**src/rtl/snake_pkg.sv**
```systemverilog
// Shared types for the snake body tracker.
// Grid size, position type, FSM states, pixel index helper.
package snake_pkg;

   localparam int COLS = 16;
   localparam int ROWS = 8;
   localparam int NPIX = COLS * ROWS;

   typedef logic [7:0] pos_t;

   typedef enum logic [1:0] {
      IDLE,
      CHECK,
      UPDATE,
      DEAD
   } state_t;

   // y*16+x; off-grid rows map to 0 and are never written.
   function automatic logic [6:0] pix_idx(pos_t p);
      return p[3] ? 7'd0 : {p[2:0], p[7:4]};
   endfunction

endpackage

```
**src/rtl/snake_if.sv**
```systemverilog
// Bus between movement/food logic and the snake body.
// master drives step/grow/headPos, slave reports the body.
interface snake_if;
   import snake_pkg::*;

   logic            step;
   pos_t            headPos;
   logic            grow;
   pos_t            tailPos;
   logic [6:0]      length;
   logic [NPIX-1:0] pixelReg;
   logic            busy;
   logic            gameOver;

   modport master (
      output step, headPos, grow,
      input  tailPos, length, pixelReg, busy, gameOver
   );

   modport slave (
      input  step, headPos, grow,
      output tailPos, length, pixelReg, busy, gameOver
   );

endinterface

```
**src/rtl/snake_ring.sv**
```systemverilog
// Circular segment store, tail-relative read port.
// Reset preloads a straight body along row 0.
module snake_ring
   import snake_pkg::*;
#(
   parameter int MAX_LEN  = 32,
   parameter int INIT_LEN = 3
) (
   input  logic                       clk,
   input  logic                       reset,
   input  logic                       push,
   input  pos_t                       push_data,
   input  logic                       pop,
   input  logic [$clog2(MAX_LEN)-1:0] rd_idx,
   output pos_t                       rd_data
);

   localparam int AW = $clog2(MAX_LEN);

   pos_t          mem [MAX_LEN];
   logic [AW-1:0] hp;
   logic [AW-1:0] tp;
   logic [AW-1:0] hn;

   assign hn      = hp + 1'b1;
   assign rd_data = mem[tp + rd_idx];

   // Pointer and storage update; push writes one past head.
   always_ff @(posedge clk) begin
      if (reset) begin
         for (int i = 0; i < MAX_LEN; i++)
            mem[i] <= (i < INIT_LEN) ? pos_t'({4'(i), 4'h0}) : '0;
         hp <= AW'(INIT_LEN - 1);
         tp <= '0;
      end else begin
         if (push) begin
            mem[hn] <= push_data;
            hp      <= hn;
         end
         if (pop)
            tp <= tp + 1'b1;
      end
   end

endmodule

```
**src/rtl/snake_body.sv**
```systemverilog
// Snake body tracker: collision check, ring update, pixel map.
// SNAKE_SELF_COLLIDE_EN enables the per-segment CHECK scan.
module snake_body
   import snake_pkg::*;
#(
   parameter int MAX_LEN  = 32,
   parameter int INIT_LEN = 3
) (
   input logic     clk,
   input logic     reset,
   snake_if.slave  bus
);

   localparam int         AW    = $clog2(MAX_LEN);
   localparam logic [6:0] LMAX  = 7'(MAX_LEN);
   localparam logic [6:0] LINIT = 7'(INIT_LEN);

   state_t          state;
   pos_t            hd;
   pos_t            tail_q;
   pos_t            rd;
   logic            gq;
   logic            pend;
   logic            g_in;
   logic            hit;
   logic            push;
   logic            pop;
   logic [AW-1:0]   cnt;
   logic [AW-1:0]   rd_idx;
   logic [6:0]      len;
   logic [NPIX-1:0] pix;
   logic [NPIX-1:0] pix_n;

   function automatic logic [NPIX-1:0] init_pix();
      logic [NPIX-1:0] r;
      r = '0;
      for (int i = 0; i < INIT_LEN; i++)
         r[pix_idx(pos_t'({4'(i), 4'h0}))] = 1'b1;
      return r;
   endfunction

   snake_ring #(
      .MAX_LEN  (MAX_LEN),
      .INIT_LEN (INIT_LEN)
   ) u_ring (
      .clk       (clk),
      .reset     (reset),
      .push      (push),
      .push_data (hd),
      .pop       (pop),
      .rd_idx    (rd_idx),
      .rd_data   (rd)
   );

   assign push   = (state == UPDATE);
   assign pop    = (state == UPDATE) && !gq;
   assign rd_idx = (state == UPDATE) ? AW'(1) : cnt;
   assign g_in   = (pend | bus.grow) && (len != LMAX);
   assign hit    = (rd == hd) && ((cnt != '0) || gq);

   // Tail clear first so a head landing on the old tail stays lit.
   always_comb begin
      pix_n = pix;
      if (!gq)
         pix_n[pix_idx(tail_q)] = 1'b0;
      pix_n[pix_idx(hd)] = 1'b1;
   end

   // Main FSM: sample step, scan body, commit move, or die.
   always_ff @(posedge clk) begin
      if (reset) begin
         state  <= IDLE;
         hd     <= '0;
         gq     <= 1'b0;
         pend   <= 1'b0;
         cnt    <= '0;
         len    <= LINIT;
         tail_q <= '0;
         pix    <= init_pix();
      end else begin
         unique case (state)
            IDLE: begin
               if (bus.grow)
                  pend <= 1'b1;
               if (bus.step) begin
                  hd   <= bus.headPos;
                  gq   <= g_in;
                  pend <= 1'b0;
                  cnt  <= '0;
`ifdef SNAKE_SELF_COLLIDE_EN
                  state <= CHECK;
`else
                  state <= bus.headPos[3] ? DEAD : UPDATE;
`endif
               end
            end
            CHECK: begin
               if (bus.grow)
                  pend <= 1'b1;
               cnt <= cnt + 1'b1;
               if (hd[3] || hit)
                  state <= DEAD;
               else if (7'(cnt) == len - 7'd1)
                  state <= UPDATE;
            end
            UPDATE: begin
               if (bus.grow)
                  pend <= 1'b1;
               pix    <= pix_n;
               len    <= gq ? len + 7'd1 : len;
               tail_q <= gq ? tail_q : rd;
               state  <= IDLE;
            end
            DEAD: begin
               state <= DEAD;
            end
         endcase
      end
   end

   assign bus.tailPos  = tail_q;
   assign bus.length   = len;
   assign bus.pixelReg = pix;
   assign bus.busy     = (state != IDLE);
   assign bus.gameOver = (state == DEAD);

endmodule
```
**src/flat_wrapper.sv**
```systemverilog
// flat-port wrapper written by rule: the top's interface ports become plain ports
module snake_body_flat import snake_pkg::*;
#(
   parameter int MAX_LEN  = 32,
   parameter int INIT_LEN = 3
)
  (clk, reset, bus_step, bus_headPos, bus_grow, bus_tailPos, bus_length, bus_pixelReg, bus_busy, bus_gameOver);
  snake_if bus_i ();
  input logic clk;
  input logic reset;
  input wire logic [$bits(bus_i.step)-1:0] bus_step;
  input wire logic [$bits(bus_i.headPos)-1:0] bus_headPos;
  input wire logic [$bits(bus_i.grow)-1:0] bus_grow;
  output wire logic [$bits(bus_i.tailPos)-1:0] bus_tailPos;
  output wire logic [$bits(bus_i.length)-1:0] bus_length;
  output wire logic [$bits(bus_i.pixelReg)-1:0] bus_pixelReg;
  output wire logic [$bits(bus_i.busy)-1:0] bus_busy;
  output wire logic [$bits(bus_i.gameOver)-1:0] bus_gameOver;
  assign bus_i.step = bus_step;
  assign bus_i.headPos = bus_headPos;
  assign bus_i.grow = bus_grow;
  assign bus_tailPos = bus_i.tailPos;
  assign bus_length = bus_i.length;
  assign bus_pixelReg = bus_i.pixelReg;
  assign bus_busy = bus_i.busy;
  assign bus_gameOver = bus_i.gameOver;
  snake_body #(.MAX_LEN(MAX_LEN), .INIT_LEN(INIT_LEN)) u_core (.clk(clk), .reset(reset), .bus(bus_i));
endmodule
```
**config.mk**
```make
export PLATFORM = sky130hd
export DESIGN_NAME = snake_body_flat
export DESIGN_NICKNAME = d
export VERILOG_FILES = /design/src/rtl/snake_pkg.sv /design/src/rtl/snake_if.sv /design/src/rtl/snake_ring.sv /design/src/rtl/snake_body.sv /design/src/flat_wrapper.sv
export SDC_FILE = /design/constraint.sdc
export NUM_CORES = 1
export LEC_CHECK = 0
export BUFFER_PORTS_ARGS = -buffer_cell sky130_fd_sc_hd__clkbuf_2
export CAP_MARGIN = 20
export CORE_UTILIZATION = 55
export CTS_CLUSTER_SIZE = 8
export DETAILED_ROUTE_END_ITERATION = 8
export GPL_TIMING_DRIVEN = 0
export PLACE_DENSITY = 0.74
export SYNTH_ARGS = -nofsm -noshare
export SYNTH_HDL_FRONTEND = slang
export SYNTH_SLANG_ARGS = --single-unit
```
**constraint.sdc**
```tcl
create_clock -name clk -period 5.9 [get_ports clk]
set_input_delay 0.59 -clock clk [delete_from_list [all_inputs] [get_ports clk]]
set_output_delay 0.59 -clock clk [all_outputs]
set_load 0.005 [all_outputs]
```
=== Word level (Yosys, flattened, before mapping) ===
Memories as Yosys holds them, arrays and structs flattened.
Cells that the tools add are included.

* Div/mod/pow operators: 0
* Shifts and indexed selects: 0
* Multipliers: 0
* Reductions and logical operators: 20
* $add $sub $neg: 6
* Magnitude comparators: 4
* Eq/ne operators: 8
* Muxes and demuxes: 26
* Bitwise operators: 5

{| class="wikitable"
|+ Operator list
! kind !! count
|-
| AND 128 bit || 1
|-
| 2-to-1 mux 128 bit || 1
|-
| inverter 128 bit || 1
|-
| bitwise OR 128 bit || 1
|-
| less-than comparator 7 x 8 -> 1 bit, second input constant || 2
|-
| adder 5 x 1 -> 5 bit, second input constant || 3
|-
| 2-to-1 mux 5 bit || 3
|-
| demux 1 bit (select 7 bit) || 2
|-
| greater-or-equal comparator 7 x 1 -> 1 bit, second input constant || 2
|-
| 2-to-1 mux 7 bit || 2
|-
| 2-to-1 mux 1 bit || 11
|-
| one-hot mux 5 bit (2 select lines) || 1
|-
| AND reduction 2 bit || 5
|-
| equality test 8 bit || 1
|-
| 2-to-1 mux 8 bit || 1
|-
| one-hot mux 2 bit (4 select lines) || 1
|-
| OR reduction 8 bit || 1
|-
| adder 7 x 1 -> 7 bit, second input constant || 1
|-
| equality test 5 x 7 -> 1 bit || 1
|-
| inequality test 7 x 6 -> 1 bit, second input constant || 1
|-
| subtractor 7 x 1 -> 7 bit, second input constant || 1
|-
| 2-to-1 mux 2 bit || 3
|-
| nonzero test 2 bit || 3
|-
| adder 5 bit || 1
|-
| other kinds (13) || 19
|}

* Output and inout port bits: 145
* Bits in registers: 170
* Memories: 1
* Logic and storage cells: 80
* Bits in latches: 0
* Bits of input ports: 12
* Bits in writable memories: 256
* Bits in read-only memories: 0

{| class="wikitable"
|+ Memories
! memory !! depth !! bits a word !! read ports !! clocked after Yosys merged registers in !! write ports !! line !! text
|-
| u_core.u_ring.mem || 32 || 8 || 1 || 0 || 32 || snake_ring.sv:20 || <nowiki>pos_t mem [MAX_LEN];</nowiki>
|}

=== Depth between registers and ports, before layout ===
Gate-level depths: netlist of the first run.

* Depth after elaboration: 9
* Depth in mapped cells: 21
* Gate-level depth less buffers: 16

=== By module ===
A second synthesis of the first run with hierarchy kept.

* Cells, all modules: 1933
* Area total of the unflattened synthesis: 19859.0 sq um

{| class="wikitable"
|+ By module, submodules not included
! module !! area each (sq um) !! cells an instance !! instances
|-
| snake_ring || 13143.9 || 1073 || 1
|-
| snake_body || 6715.2 || 860 || 1
|}

=== Least setup slack after synthesis of the first run ===
Ideal clock, no wire load.

* Path type: register -> register
* Start point: register u_core.state[0]
* End point: register u_core.state[0]
* Data required time: 5.766 ns
* Period minus slack after synthesis: 4.408 ns
* Setup slack: 1.492 ns
* Arrival time: 4.273 ns
* Cell stages (with the launch flop): 21
* Path buffers: 5
* Cell sequence: dfxtp_1 inv_1 ha_1 clkbuf_1 buf_1 or2_2 ha_1 inv_1 fa_1 clkbuf_1 buf_2 clkbuf_1 mux4_2 mux2i_1 nand3_1 nand4_1 xor2_1 nand3_1 nor4_2 mux2i_1 a31oi_1

* Longest elaborated chain between the ends: 9

{| class="wikitable"
|+ Ends and longest elaborated chain
! element !! line !! text
|-
| start, declared || snake_body.sv:18 || <nowiki>state_t state;</nowiki>
|-
| start signal, assigned || snake_body.sv:93 || <nowiki>state <= bus.headPos[3] ? DEAD : UPDATE;</nowiki>
|-
| equality test 2 bit || snake_body.sv:57, snake_body.sv:81 ||
|-
| 2-to-1 mux 5 bit || snake_body.sv:57 || <nowiki>assign rd_idx = (state == UPDATE) ? AW'(1) : cnt;</nowiki>
|-
| adder 5 bit || snake_ring.sv:26 || <nowiki>assign rd_data = mem[tp + rd_idx];</nowiki>
|-
| memory read (32 x 8 bit) || -- ||
|-
| equality test 8 bit || snake_body.sv:59 || <nowiki>assign hit = (rd == hd) && ((cnt != '0) || gq);</nowiki>
|-
| logical AND 1 bit || snake_body.sv:59 ||
|-
| logical OR 1 bit || snake_body.sv:101 || <nowiki>if (hd[3] || hit)</nowiki>
|-
| 2-to-1 mux 2 bit / inequality test 3 x 1 -> 1 bit (equally long branches) || -- ||
|-
| one-hot mux 2 bit (4 select lines) / AND reduction 2 bit (equally long branches) || -- ||
|}

Several ways; a longest one is shown, not always the timed one.
A chain may end at the register's enable or synchronous reset.

=== Worst setup path in the final report of the first run ===
Same ends and word-level chain as after synthesis.

==> reports/metrics.yaml, run 1 <==
setup_path:
  end_kind: "register"
  crit_chain: "inv_1, ha_1, clkbuf_2, or2_2, ha_1, inv_1, fa_1, clkbuf_1, buf_2, buf_2, mux4_2, mux2i_1, nand3_1, nand4_1, xor2_1, nand3_1, nor4_4, mux2i_1, a31oi_1"
  critical_path.top_delay_family: "buffers and inverters"
  cp.required_ps: 6370
  path_buf_inv: 6
  r2r-start: "u_core.state[0]"
  r2r_setup_slack_ps: 290
  arrival_ps: 6080
  critical-path-max-stage-delay_ps: 520
  path_class: "reg2reg"
  cpMaxStageDelayCell: "mux2i_1"
  worstRegToRegCells: 19
  timing.rr.end: "u_core.state[0]"
  cp_max_fo: 19
  start_kind: "register"
die:
  die-height_um: 189.4
  ios: 157
  die_area_sq_mm: 0.03588
  die_x_um: 189.4
  core_area_sq_mm: 0.03454
  initial_core_util_pct: 55.93
  rows: 68
worst_hold_path:
  min_path_cells: 3
  hold_path_class: "in2reg"
  hold_path_end: "u_core.hd[5]"
  worstHoldStart: "bus_headPos[5]"
global_routing:
  grt.overflow.total: 0
  grt_use_total_pct: 33.19
  antenna_found_initial: 0
  grt_pass1_vias: 15080
  grt_max_degree: 17
  grt_pass1_wl_um: 88630
routing:
  wire_per_inst_um: 23.77
  route.antenna.remaining_nets: 0
  drt_iter0_markers: 1837
  route.detailed.drc: 0
  vias_per_cell: 6.286
  num_vias: 15695
  drt-total-wl_um: 59350
  dr.pass1.iters: 6
sta:
  setup_viol: 0
  slew_viol_final: 0
  fin_skew_ps: 31.84
  period_share_pct: 95.14
  rsz0062_at_grt: "false"
  worst_slack_ps: 286.6
  final-hold-violation-count: 0
  relSlewSlack_pct: 21.61
  timing.fmax_mhz: 178.1
  tightestPinTransition_ps: 1167
  finalCriticalPeriod_ps: 5613
final_layout:
  area_growth_pct: 16.51
  fill_cells: 2731
  antenna_cells: 0
  fin_cells: 2497
  nets: 2050
  drive_gt1_share_pct: 16.55
clocking:
  tritoncts: "done"
  root_buffer: "clkbuf_16"
  clk_path_buf_depth: 3
  cts_post_setup_buffers_inserted: 0
  cts_buffers: 59
  clk_pin_slew_ps: 50
  worstSkewPairLatency_ps: 640
  cts.sinks: 426
  h-tree-depth: 2
placement:
  numPlacedInstances: 2410
  dpl.hpwl_um: 41920
  dp_slack_ps: -544.5
  port_buffers: 156
  place.gp.congestion: 0.9831
pwr:
  power.internal_mw: 5.537
  switching_share_pct: 28.22
  p_clk_share_pct: 40.2
  p_seq_share_pct: 43.0
  ir_drop_mv: 0.2508
  p_per_area_mw_per_mm2: 342.7
  p_leak_nw: 8.134
  power.net_switching_mw: 2.177
  p_comb_share_pct: 16.8
yosys:
  synthFlopType: "edfxtp_1"
  async_reset_ff_share_pct: 0
  ys_seq_area_share_pct: 57.40
  syn_area_per_cell_sq_um: 10.90
  synthCells: 1772
  synth_seq_cells: 426
  syn-num-nets: 1805
  syn_area_sq_mm: 0.01932
  synth_edf_count: 256
  ys_warn_count: 0
  ys_types: 61
job:
  max_cap_violations: 0
outcome:
  outcome: "complete, no violations"
-- worst max-delay path by stage --
stage                          from               to  slack [ps]  cells after the start
floorplan           u_core.state[0]  u_core.state[0]        1490                     20
global placement    u_core.state[0]  u_core.state[0]        -460                     20
detailed placement  u_core.state[0]  u_core.state[0]        -540                     20
CTS                 u_core.state[0]  u_core.state[0]         120                     20
global route        u_core.state[0]  u_core.state[1]         150                     19
finish              u_core.state[0]  u_core.state[0]         290                     19
-- layer usage --
metal | up-vias | global-route usage [%] | routed length, um
met2 | 1012 | 51.47 | 27300
met1 | 7662 | 44.16 | 22930
met5 | - | 0 | 0
met3 | 191 | 7.247 | 6494
li1 | 6830 | - | -
met4 | 0 | 16.63 | 2622
-- power groups by stage --
stage	clock network (mW)	registers (mW)	logic (mW)
finish	3.10	3.32	1.30
global route	3.22	3.32	1.35
CTS	3.11	3.31	1.26
detailed placement	0	3.37	1.24
global placement	0	3.37	1.22
floorplan	0	3.35	0.801
-- layout by cell type (no fill, tap or decap), drive strengths merged, types with 4 or more instances in the layout --
cell type	instances
clkbuf	348
edfxtp	256
nand2	207
and2	192
o21ai	172
dfxtp	170
a21oi	152
nor2	99
nor3	78
mux4	62
buf	49
nand3	42
mux2i	23
ha	20
inv	20
xnor2	20
xor2	16
nand2b	14
nand4	12
a211oi	10
nor2b	7
a31oi	7
and3	5
o211ai	5
or3	4
nor3b	4
clkinv	4
-- synth_stat cells (4+ instances only) --
| cell | n | share of area (%) |
|---|---|---|
| buf_2 | 6 | 0.16 |
| a211oi_1 | 9 | 0.35 |
| mux2i_1 | 23 | 1.2 |
| a21oi_1 | 152 | 3.9 |
| nand4_1 | 12 | 0.39 |
| or3_1 | 4 | 0.13 |
| nor3_1 | 78 | 2.0 |
| nand2_1 | 207 | 4.0 |
| dfxtp_1 | 170 | 18 |
| nand2b_1 | 14 | 0.45 |
| o211ai_1 | 5 | 0.19 |
| ha_1 | 20 | 1.3 |
| o21ai_0 | 171 | 4.4 |
| nor2_1 | 99 | 1.9 |
| clkbuf_1 | 111 | 2.2 |
| buf_1 | 8 | 0.16 |
| buf_4 | 5 | 0.19 |
| xnor2_1 | 17 | 0.77 |
| and3_1 | 5 | 0.16 |
| nor3b_1 | 4 | 0.16 |
| nor2b_1 | 7 | 0.23 |
| edfxtp_1 | 256 | 40 |
| a31oi_1 | 7 | 0.23 |
| nand3_1 | 42 | 1.1 |
| and2_1 | 192 | 6.2 |
| xor2_1 | 16 | 0.73 |
| inv_1 | 19 | 0.37 |
| mux4_2 | 60 | 7.0 |
-- layout make-up --
cell class	count	area [sq um]	share of cell area [%]
flip-flops and latches	426	11090	49.27
multi-input cells	1193	7616	33.83
clock buffers	81	1559	6.925
repair buffers	185	965.9	4.291
well taps	455	569.3	2.529
plain buffers	132	549.3	2.440
clock inverters	5	86.33	0.3835
inverters	20	75.07	0.3335
-- registers in the layout, summed over array words and instances, names as in the netlist, 5 cells and up --
register             count
u_core.bus.length        7
u_core.bus.pixelReg    128
u_core.bus.tailPos       8
u_core.cnt               5
u_core.hd                8
u_core.u_ring.hp         5
u_core.u_ring.mem      256
u_core.u_ring.tp         5
-- kinds of logic (layout without fill, tap and decap cells) --
family	count (synthesis)	in the layout	share of synthesized area [%]
multiplexers	87	87	8.574
flip-flops	426	426	57.40
AO/OA/AOI/OAI	371	371	10.29
XOR/XNOR	36	36	1.748
buffers and inverters	153	423	3.225
adder cells (fa/ha/maj)	21	21	1.399
AND/OR/NAND/NOR	678	678	17.36
-- worst min-delay path: cells and delay by family --
| kind | cells | cell delay [ps] |
|---|---|---|
| buffers and inverters | 1 | 80 |
| and+or+nand+nor | 1 | 50 |
| AOI/OAI and AO/OA | 1 | 50 |
-- metrics by stage --
step	power [mW]	hold slack, ps	setup TNS, ps	instance area [sq um]	utilization [%]
2_1_floorplan	4.151	452.5	0	19320	-
3_3_place_gp	4.587	452.0	-893.7	20670	59.84
3_5_place_dp	4.613	458.7	-1066	20850	60.35
4_1_cts	7.680	183.4	0	22500	65.15
5_1_grt	7.896	209.8	0	22510	65.17
6_report	7.714	192.9	0	22510	65.17
-- timing repair --
item	CTS	global route
hold endpoints to repair	0	0
setup endpoints to repair	2	2
hold buffers	0	0
gates resized for setup	4	2
No activity file was read; power rests on OpenSTA's default activity.
==> run 2: changes to the inputs <==
--- a/config.mk
+++ b/config.mk
@@ -11,6 +11,7 @@
 export CTS_CLUSTER_SIZE = 8
 export DETAILED_ROUTE_END_ITERATION = 8
 export GPL_TIMING_DRIVEN = 0
+export MAX_ROUTING_LAYER = met4
 export PLACE_DENSITY = 0.74
 export SYNTH_ARGS = -nofsm -noshare
 export SYNTH_HDL_FRONTEND = slang
==> reports/metrics.yaml, run 2 (synthesis results as in run 1) <==
sta:
  finalCriticalPeriod_ps: 5540  # was 5613 ps
  slew_viol_final: 0  # unchanged
  setup_viol: 0  # unchanged
  timing.fmax_mhz: 180.5  # was 178.1 MHz
  fin_skew_ps: 26.32  # was 31.84 ps
  tightestPinTransition_ps: 1094  # was 1167 ps
  relSlewSlack_pct: 26.28  # was 21.61%
  rsz0062_at_grt: "false"  # unchanged
  period_share_pct: 93.90  # was 95.14%
  final-hold-violation-count: 0  # unchanged
routing:
  drt-total-wl_um: 59360  # was 59350 um
  dr.pass1.iters: 6  # unchanged
  route.detailed.drc: 0  # unchanged
  wire_per_inst_um: 23.77  # about the same
  vias_per_cell: 6.231  # was 6.286
  drt_iter0_markers: 2232  # was 1837
  route.antenna.remaining_nets: 0  # unchanged
  num_vias: 15560  # was 15695
clocking:
  worstSkewPairLatency_ps: 620  # was 640 ps
  cts_buffers: 59  # unchanged
  clk_pin_slew_ps: 50  # about the same
  ctsHoldBuffers: 0  # unchanged
  root_buffer: "clkbuf_16"  # unchanged
  tritoncts: "done"  # unchanged
  cts.sinks: 426  # unchanged
  h-tree-depth: 2  # unchanged
  clk_path_buf_depth: 3  # unchanged
setup_path:
  cp_max_fo: 19  # unchanged
  cp.required_ps: 6350  # was 6370 ps
  r2r-start: "u_core.state[0]"  # unchanged
  crit_chain: "inv_1, ha_1, clkbuf_2, or2_2, ha_1, inv_1, fa_1, clkbuf_1, buf_2, clkbuf_4, mux4_2, mux2i_1, nand3_1, nand4_1, xor2_1, nand3_1, nor4_4, mux2i_1, a31oi_1"  # was inv_1, ha_1, clkbuf_2, or2_2, ha_1, inv_1, fa_1, clkbuf_1, buf_2, buf_2, mux4_2, mux2i_1, nand3_1, nand4_1, xor2_1, nand3_1, nor4_4, mux2i_1, a31oi_1
  r2r_setup_slack_ps: 360  # was 290 ps
  path_class: "reg2reg"  # unchanged
  critical_path.top_delay_family: "buffers and inverters"  # unchanged
  cpMaxStageDelayCell: "nor4_4"  # was mux2i_1
  critical-path-max-stage-delay_ps: 510  # was 520 ps
  end_kind: "register"  # unchanged
  worstRegToRegCells: 19  # unchanged
  crit_end: "u_core.state[0]"  # unchanged
  arrival_ps: 5990  # was 6080 ps
  path_buf_inv: 6  # unchanged
  timing.rr.end: "u_core.state[0]"  # unchanged
  crit_path_start: "u_core.state[0]"  # unchanged
  start_kind: "register"  # unchanged
  cp.depth: 19  # unchanged
final_layout:
  post-route-util_pct: 65.12  # was 65.17%
  fill_cells: 2668  # was 2731
  largest_reg_flops: 256  # unchanged
  antenna_cells: 0  # unchanged
  final_cell_mix: "edfxtp_1, nand2_1, and2_1"  # unchanged
  final_common_cell: "edfxtp_1"  # unchanged
  drive_gt1_share_pct: 16.70  # was 16.55%
  final_area_sq_mm: 0.02249  # was 0.02251 sq mm
  top_register: "u_core.u_ring.mem"  # unchanged
  nets: 2051  # was 2050
  area_growth_pct: 16.42  # was 16.51%
outcome:
  outcome: "complete, no violations"  # unchanged
worst_hold_path:
  hold_path_class: "in2reg"  # unchanged
die:
  rows: 68  # unchanged
  core_area_sq_mm: 0.03454  # unchanged
  die-height_um: 189.4  # unchanged
  initial_core_util_pct: 55.93  # unchanged
  ios: 157  # unchanged
  die_x_um: 189.4  # unchanged
  die_area_sq_mm: 0.03588  # unchanged
global_routing:
  grt_pass1_wl_um: 88750  # was 88630 um
  antenna_found_initial: 0  # unchanged
  grt_use_total_pct: 34.37  # was 33.19%
  grt_pass1_vias: 15032  # was 15080
  grt.overflow.total: 0  # unchanged
  grt_max_degree: 16  # was 17
pwr:
  switching_share_pct: 28.03  # was 28.22%
  p_seq_share_pct: 43.2  # was 43.0%
  p_leak_nw: 8.134  # about the same
  p_per_area_mw_per_mm2: 341.2  # was 342.7 mW/mm^2
  p_comb_share_pct: 16.9  # was 16.8%
  power.internal_mw: 5.524  # was 5.537 mW
  ir_drop_mv: 0.2976  # was 0.2508 mV
  p_clk_share_pct: 39.9  # was 40.2%
  power.net_switching_mw: 2.151  # was 2.177 mW
placement:
  port_buffers: 156  # unchanged
  place.gp.congestion: 0.9859  # was 0.9831
  dpl.hpwl_um: 42150  # was 41920 um
  postPlaceCellArea_sq_mm: 0.02084  # was 0.02085 sq mm
job:
  max_cap_violations: 0  # unchanged
==> run 2: cell count changes in the layout (fill, tap and decap cells not counted), sizes merged <==
cell,before,now
clkbuf,348,351
buf,49,48
bufinv,1,0
clkinv,4,3
==> run 2: how the worst min path moves through the flow <==
stage | cells after the start | to | startpoint
6_report | 3 | u_core.hd[1] | bus_headPos[1]
5_1_grt | 3 | u_core.hd[4] | bus_headPos[4]
4_1_cts | 3 | u_core.hd[1] | bus_headPos[1]
3_5_place_dp | 2 | u_core.bus.pixelReg[65] | u_core.bus.pixelReg[65]
3_3_place_gp | 2 | u_core.bus.pixelReg[70] | u_core.bus.pixelReg[70]
2_1_floorplan | 2 | u_core.bus.pixelReg[0] | u_core.bus.pixelReg[0]
==> run 2: routing by layer <==
metal / track usage (%) / vias to the layer above / share of wire [%]
met1: 45.00 / 7548 / 38
met3: 6.080 / 191 / 11
met5: - / - / 0
met4: 16.87 / 0 / 4.6
met2: 51.83 / 998 / 46
li1: - / 6823 / -
==> run 2: cell type report <==
class	instances	area, sq um	area share [%]
well taps	455	569.3	2.531
multi-input cells	1193	7616	33.86
clock buffers	82	1594	7.086
repair buffers	186	965.9	4.294
plain buffers	132	553.0	2.459
inverters	20	75.07	0.3337
flip-flops and latches	426	11090	49.30
clock inverters	3	30.03	0.1335
==> run 2: power groups by stage <==
stage	Combinational [mW]	Sequential, mW	Clock, mW
final	1.30	3.32	3.06
after global routing	1.35	3.33	3.19
after CTS	1.26	3.32	3.06
after detailed placement	1.25	3.37	0
after global placement	1.22	3.37	0
after floorplan	0.801	3.35	0
==> run 2: worst register-to-register path: cells and delay by family, from the launching register on <==
family / cells / cell delay, ps
xor+xnor: 1 / 170
buf+inv: 6 / 1630
simple gates: 5 / 1240
flops: 1 / 330
compound gates: 1 / 120
mux: 3 / 1060
fa+ha+maj: 3 / 850
==> run 2: timing repair <==
action                     in CTS  in global routing
setup endpoints to repair       2                  2
gates resized for setup         6                  2
setup buffers                   0                  0
==> run 2: metrics by stage <==
step	setup TNS (ps)	power (mW)	hold slack (ps)	setup slack (ps)	std cells
2_1_floorplan	0	4.151	452.5	1492	1772
3_3_place_gp	-860.4	4.590	462.8	-445.6	2383
3_5_place_dp	-1038	4.625	466.5	-538.9	2410
4_1_cts	0	7.644	179.8	16.40	2495
5_1_grt	0	7.871	216.7	137.4	2497
6_report	0	7.675	189.4	359.9	2497
